**config.mk**
```make
export PLATFORM = sky130hd
export DESIGN_NAME = clk_div_prog
export DESIGN_NICKNAME = d
export VERILOG_FILES = /design/src/rtl/clk_div_prog.sv
export SDC_FILE = /design/constraint.sdc
export NUM_CORES = 1
export LEC_CHECK = 0
export CAP_MARGIN = 20
export CORE_MARGIN = 10
export CORE_UTILIZATION = 40
export CTS_CLUSTER_SIZE = 8
export DETAILED_ROUTE_END_ITERATION = 10
export GPL_TIMING_DRIVEN = 0
export PLACE_DENSITY_LB_ADDON = 0.1
export SYNTH_ARGS = -nofsm -noshare
export SYNTH_HDL_FRONTEND = slang
export SYNTH_SLANG_ARGS = --single-unit
```
**constraint.sdc**
```tcl
create_clock -name clk -period 5.1 [get_ports clk]
set_clock_uncertainty 0.15 [all_clocks]
set_input_delay 1.275 -clock clk [delete_from_list [all_inputs] [get_ports clk]]
set_output_delay 1.275 -clock clk [all_outputs]
set_load 0.02 [all_outputs]
```
**src/rtl/clk_div_prog.sv**
```systemverilog
// ---------------------------------------------------------------------------
// clk_div_prog
//   Runtime-programmable integer clock divider. It supports even and odd
//   ratios, a loadable divisor that takes effect only at period boundaries,
//   and a run enable that is also honoured only at period boundaries. Every
//   high phase and every low phase is therefore either complete or absent,
//   never truncated.
//
//   A single-cycle tick in the clk domain marks the start of each period.
//   Downstream logic should use tick as a clock-enable rather than routing
//   clk_out as a clock.
//
// Optional feature (macro CLK_DIV_ODD50_EN):
//   defined   : odd ratios produce exactly 50% duty. This uses one extra flop
//               clocked on the falling edge of clk.
//   undefined : clk_out is fully posedge-registered. Odd N is high for
//               (N+1)/2 cycles and low for (N-1)/2 cycles.
//
// Parameters:
//   CNT_W       width of the divisor and the counter (legal N: 2..2^CNT_W-1)
//   DIV_DEFAULT ratio in force after reset
//
// Ports:
//   clk      source clock
//   rst_n    asynchronous active-low reset
//   en       run request, acted on at period boundaries (or at once if stopped)
//   div_val  requested ratio N
//   div_load one-cycle strobe that captures div_val
//   clk_out  divided clock, period div_cur clk cycles
//   tick     one-cycle pulse in the cycle where a period starts (cnt == 0)
//   div_cur  ratio currently in force
//   running  high while periods are being produced
//   load_err one-cycle pulse after a rejected load (div_val < 2)
// ---------------------------------------------------------------------------
module clk_div_prog #(
    parameter int CNT_W       = 10,
    parameter int DIV_DEFAULT = 20
) (
    input  logic             clk,
    input  logic             rst_n,
    input  logic             en,
    input  logic [CNT_W-1:0] div_val,
    input  logic             div_load,
    output logic             clk_out,
    output logic             tick,
    output logic [CNT_W-1:0] div_cur,
    output logic             running,
    output logic             load_err
);

    localparam logic [CNT_W-1:0] DIV_RST = CNT_W'(DIV_DEFAULT);
    localparam logic [CNT_W-1:0] TWO     = CNT_W'(2);
    localparam logic [CNT_W-1:0] ONE     = CNT_W'(1);

    // State registers
    logic [CNT_W-1:0] cnt_q,  cnt_d;
    logic [CNT_W-1:0] div_q,  div_d;
    logic [CNT_W-1:0] pend_q, pend_d;
    logic             pend_vld_q, pend_vld_d;
    logic             run_q,  run_d;
    logic             qp_q,   qp_d;
    logic             tick_q, tick_d;
    logic             err_q,  err_d;

    // Combinational helpers
    logic             load_ok;
    logic             load_bad;
    logic             last_cyc;
    logic             boundary;
    logic             pend_hit;
    logic [CNT_W-1:0] pend_val;
    logic [CNT_W-1:0] half_d;

    always_comb begin
        load_ok  = div_load && (div_val >= TWO);
        load_bad = div_load && (div_val <  TWO);

        // A valid load in the same cycle takes priority over the stored
        // pending value, so a load in the boundary cycle applies immediately.
        pend_hit = load_ok || pend_vld_q;
        pend_val = load_ok ? div_val : pend_q;

        last_cyc = (cnt_q == (div_q - ONE));

        // While stopped, every cycle behaves as a boundary. That lets a
        // pending ratio and a start request both take effect on the next edge.
        boundary = !run_q || last_cyc;

        cnt_d      = cnt_q;
        div_d      = div_q;
        pend_d     = pend_q;
        pend_vld_d = pend_vld_q;
        run_d      = run_q;
        err_d      = load_bad;

        if (load_ok) begin
            pend_d     = div_val;
            pend_vld_d = 1'b1;
        end

        if (boundary) begin
            if (pend_hit) begin
                div_d      = pend_val;
                pend_vld_d = 1'b0;
            end
            run_d = en;
            cnt_d = '0;
        end else begin
            cnt_d = cnt_q + ONE;
        end

        // Outputs are computed from the next state, so clk_out and tick
        // become valid at the same edge that moves cnt to its new value.
        // Even N: high while cnt < N/2.
        // Odd N:  high while cnt <= (N-1)/2, i.e. for (N+1)/2 cycles.
        half_d = div_d >> 1;
        if (div_d[0])
            qp_d = run_d && (cnt_d <= half_d);
        else
            qp_d = run_d && (cnt_d <  half_d);

        tick_d = run_d && (cnt_d == '0);
    end

    always_ff @(posedge clk or negedge rst_n) begin
        if (!rst_n) begin
            cnt_q      <= '0;
            div_q      <= DIV_RST;
            pend_q     <= DIV_RST;
            pend_vld_q <= 1'b0;
            run_q      <= 1'b0;
            qp_q       <= 1'b0;
            tick_q     <= 1'b0;
            err_q      <= 1'b0;
        end else begin
            cnt_q      <= cnt_d;
            div_q      <= div_d;
            pend_q     <= pend_d;
            pend_vld_q <= pend_vld_d;
            run_q      <= run_d;
            qp_q       <= qp_d;
            tick_q     <= tick_d;
            err_q      <= err_d;
        end
    end

`ifdef CLK_DIV_ODD50_EN
    // For odd N, qn_q is qp_q delayed by half a clk period. ANDing the two
    // starts the high phase half a cycle late, leaving N/2 cycles high.
    // div_q only changes together with the cnt wrap, while qp_q is rising
    // and qn_q is still low from the previous period's low phase. So
    // switching the select never exposes a stale high.
    logic qn_q;

    always_ff @(negedge clk or negedge rst_n) begin
        if (!rst_n)
            qn_q <= 1'b0;
        else
            qn_q <= qp_q;
    end

    assign clk_out = div_q[0] ? (qp_q & qn_q) : qp_q;
`else
    assign clk_out = qp_q;
`endif

    assign tick     = tick_q;
    assign div_cur  = div_q;
    assign running  = run_q;
    assign load_err = err_q;

endmodule

```
# Word-level counts from Yosys, hierarchy flattened
# Cells that the tools add are included.
[classes]
bitwise = 0
multipliers = 0
n_shift = 0
n_eq_ne = 1
div = 0
addsub = 2
magnitude_cmp = 4
reduce_logical = 9
mux = 9
[op_table]
columns = ["operator", "n"]
rows = [
  ["2-to-1 mux 10 bit", 4],
  ["adder 10 x 1 -> 10 bit (second input constant)", 1],
  ["== test 10 bit", 1],
  [">= comparator 10 x 2 -> 1 bit (second input constant)", 1],
  ["<= comparator 10 x 9 -> 1 bit", 1],
  ["zero test 10 bit", 1],
  ["less-than comparator 10 x 2 -> 1 bit (second input constant)", 1],
  ["less-than comparator 10 x 9 -> 1 bit", 1],
  ["subtractor 10 x 1 -> 10 bit (second input constant)", 1],
  ["logical AND 1 bit", 5],
  ["2-to-1 mux 1 bit", 5],
  ["logical OR 1 bit", 2],
  ["zero test 1 bit", 1],
]
[word_totals]
output_inout_bits = 14
in_bits = 14
mem_count = 0
latchBits = 0
ramBits = 0
mem_bits_ro = 0
ff_bits = 35

# Logic depth before layout (Yosys ltp)
[depth]
word_depth = 8
depth_mapped = 17
depth_no_buf = 15

# Worst setup path before layout
# No wires, ideal clock.
[synth_timing]
path_type = "input to register"
startpoint = "input port div_val[6]"
endpoint = "register qp_q, in the netlist clk_out"
stages = 12
path_buffers = 2
t_required_ns = 4.864
arrival_ns = 4.394
slack_ns = 0.470
cell_sequence = "or4_1 > o41a_1 > clkbuf_1 > buf_1 > mux2_2 > mux2_2 > ha_1 > nand4_1 > nor3_1 > o31ai_1 > or4_1 > a32oi_1"
[synth_between]
elab_chain_len = 8
elab_cells_between_ends = 11
classes_between = "order compare (3); mux (4); reduce/logical (4)"
[synth_rtl]
columns = ["item", "line_no", "text"]
rows = [
  ["from (decl)", "42", "input logic [CNT_W-1:0] div_val,"],
  [">= comparator 10 x 2 -> 1 bit (*)", "75", "load_ok = div_load && (div_val >= TWO);"],
  ["logical AND 1 bit (*)", "75", ""],
  ["2-to-1 mux 10 bit or logical OR 1 bit (tied branches)", "-", ""],
  ["2-to-1 mux 10 bit (*)", "102", "if (pend_hit) begin"],
  ["2-to-1 mux 10 bit (*)", "101", "if (boundary) begin"],
  ["via div_d[1]", "57", "logic [CNT_W-1:0] div_q, div_d;"],
  ["less-than comparator 10 x 9 -> 1 bit or <= comparator 10 x 9 -> 1 bit (tied branches)", "120, 118", ""],
  ["logical AND 1 bit, on equally long branches", "120, 118", ""],
  ["2-to-1 mux 1 bit (*)", "117", "if (div_d[0])"],
  ["via qp_d", "61", "logic qp_q, qp_d;"],
  ["to (signal assigned)", "141", "qp_q <= qp_d;"],
  ["to (decl)", "61", ""],
]
# Mark *: on every way through the listed nets, which the timed path passes. The rest lies on a longest branch.

# Worst setup path after layout
# Same ends and word-level chain as after synthesis.

==> impl_metrics.tcl <==
set metrics [dict create \
    synth_area_um2 2265 \
    cts_tree "yes" \
    worst_pin_slew_ns 0.7822 \
    p_leak_uw 0.001102 \
    drv_slew 0 \
    r2r-end "clk_out$_DFF_PN0_" \
    first_pass_iters 4 \
    relSlewSlack_pct 47.85 \
    initial_utilization_pct 41.13 \
    synth_ff_type "dfrtp_1" \
    synth_compound_area_share_pct 8.619 \
    holdPathStages 1 \
    netlist.area_leader.share_pct 34.25 \
    diodes 0 \
    cts_sinks 35 \
    synthArstFlopShare_pct 100.0 \
    ys_warn_count 0 \
    required_ns 5.16 \
    cp-end-kind "flip-flop" \
    synthMuxAreaShare_pct 15.36 \
    fin_nets 275 \
    status "finished clean" \
    synthToLayoutAreaGrowth_pct 21.66 \
    reg2regPathDepth 16 \
    fin_crit_sh_pct 96.56 \
    yosysSeqAreaShare_pct 38.90 \
    synth_nets 241 \
    synth_top_family_by_area "simple AND/OR/NAND/NOR gates" \
    synth_fa_ha_area_share_pct 6.077 \
    core_area_um2 5507 \
    critPathKind "input pin to flip-flop" \
    io-pin-count 28 \
    finalNonFillerCells 323 \
    drc_errors 0 \
    synthCells 216 \
    die_area_um2 9072 \
    critPathBufInv 2 \
    ctsRootBufferMaster "clkbuf_8" \
    rsz0062_at_grt "no" \
    wl_per_cell_um 16.24 \
    synth.distinct_cells 50 \
    arrival_ns 4.98 \
    cts_buffers 5 \
    cts-htree-levels 2 \
    clk_latency_ns 0.29 \
    fmax_mhz 203.1 \
    grt_pass1_vias 1754 \
    drive_above_1_share_pct 19.52 \
    final_common_cell "dfrtp_1" \
    ys_ff_latch 35 \
    fp-row-count 27 \
    holdCritStartpoint "pend_q[0]$_DFF_PN0_" \
    grt.overflow.total 0 \
    grt_usage_pct 12.66 \
    drtAntennaViolNets 0 \
    cpMaxStageDelayCell "or4_1" \
    num_vias 1681 \
    drt_iter0_markers 74 \
    power_density_nw_per_um2 600.9 \
    netlist_top_cells_area "dfrtp_1 34%, mux2_2 9.0%, xnor2_1 7.0%, ha_1 6.1%, mux2i_1 5.7%" \
    hold_viol 0 \
    slowest_delay_ns 0.57 \
    worst_hold_path.endpoint "pend_q[0]$_DFF_PN0_" \
    die_h_um 95.25 \
    die_width_um 95.25 \
    layout_common_cells "31 x dfrtp_1, 26 x clkdlybuf4s50_1, 18 x mux2_2, 18 x xnor2_1, 17 x nor2_1" \
    critPathTopFamily "simple AND/OR/NAND/NOR gates" \
    synth_largest_area_cell "dfrtp_1" \
    grt_max_degree 36 \
    reg2reg_slack_ns 0.48 \
    viasPerCell 5.204 \
    drv_cap 0 \
    synth_edf_count 0 \
    drt_wl_total_mm 5.244 \
    io_buffers 27 \
    final_util_pct 50.03 \
    critPathMaxFanout 10 \
    period_needed_ns 4.924 \
    placedCellCount 315 \
    place_congestion 0.8132 \
    dp_hpwl_mm 4.118 \
    synth_area_per_cell_um2 10.48 \
    grt_antenna_before_repair 0 \
    cts_buffer_depth 2 \
    grt_first_pass_wirelength_mm 8.949 \
    finalSetupViolCount 0 \
    hp-class "flip-flop to flip-flop" \
    crit_chain "clkdlybuf4s50_1 > or4_1 > o41a_1 > buf_4 > mux2_2 > mux2_2 > ha_1 > nand4_1 > nor3_2 > o31ai_1 > or4_1 > a32oi_1" \
    start_kind "input pin" \
    yosys.area_share.simple_pct 18.67 \
    ir_worst_vdd_uv 358.4 \
    synth-xor-area-share_pct 8.508 \
    clk_pin_slew_worst_paths_ns 0.08 \
    regToRegStartpoint "div_cur[0]$_DFF_PN0_" \
]
## worst max path at each step
stage,startpoint,endpoint,cells after the start
final,div_val[6],clk_out$_DFF_PN0_,12
after CTS,div_val[6],clk_out$_DFF_PN0_,13
after floorplan,div_val[6],clk_out$_DFF_PN0_,12
after global routing,div_val[6],clk_out$_DFF_PN0_,12
after detailed placement,div_val[6],clk_out$_DFF_PN0_,13
after global placement,div_val[6],clk_out$_DFF_PN0_,13
## cell families (layout without fill, tap and decap cells)
group / Yosys count / count (layout)
AO/OA/AOI/OAI: 27 / 27
multiplexers: 32 / 32
buffers and inverters: 17 / 52
AND/OR/NAND/NOR: 72 / 72
adder cells (fa/ha/maj): 11 / 11
XOR/XNOR: 22 / 22
flip-flops: 35 / 35
## sequential cells by signal (all words and copies together) (netlist names)
| register | count |
|---|---|
| cnt_q | 10 |
| load_err | 1 |
| running | 1 |
| tick | 1 |
| clk_out | 1 |
| pend_q | 10 |
| div_cur | 10 |
| pend_vld_q | 1 |
## Yosys cell counts, types with 3 or more instances
library cell,n
dfrtp_1,31
mux2_2,18
nor2_1,18
xnor2_1,18
mux2i_1,13
ha_1,11
clkbuf_1,10
nand3_1,8
nor3_1,7
nand2_1,6
o21ai_0,6
and3_1,4
dfstp_2,4
inv_1,4
nor2b_1,4
xor2_1,4
a31oi_1,3
nor3b_1,3
nor4_1,3
or4_1,3
## power by group
part | switching (µW) | total, µW | leakage (µW) | internal (µW)
clock | 109 | 254 | 0.0000581 | 146
combinational | 495 | 944 | 0.000627 | 449
sequential | 93.7 | 458 | 0.000417 | 364
## layer usage
| metal | vias up | GRT usage [%] | wire (µm) |
|---|---|---|---|
| met4 | 0 | 4.364 | 87 |
| met3 | 9 | 4.085 | 311 |
| met1 | 791 | 16.56 | 2495 |
| met5 | - | 0 | 0 |
| met2 | 29 | 19.15 | 2350 |
| li1 | 852 | - | - |
## layout make-up
| class | count | area (µm²) |
|---|---|---|
| plain buffers | 12 | 73.82 |
| clock inverters | 3 | 43.79 |
| inverters | 4 | 15.01 |
| fillers | 517 | 2751 |
| clock buffers | 5 | 68.82 |
| multi-input cells | 164 | 1310 |
| flip-flops and latches | 35 | 880.8 |
| repair buffers | 28 | 272.8 |
| well taps | 72 | 90.09 |
## what timing repair did
action,in CTS,in global routing
resized for setup,3,6
hold buffers,0,0
pin swaps,0,2
endpoints found under the setup margin,1,1
setup buffers,0,1
## stage by stage
step	hold WS (ns)	power [µW]	area (µm²)	setup WS [ns]	TNS (ns)
after floorplan	0.3181	1133	2265	0.4701	0
after global placement	0.3393	1390	2625	-0.5199	-0.5199
after detailed placement	0.3421	1394	2620	-0.4956	-0.4956
after CTS	0.3595	1661	2740	0.01160	0
after global routing	0.3793	1812	2755	0.01052	0
final	0.3589	1656	2755	0.1756	0
Note: power is estimated with default switching activity, not from simulation.
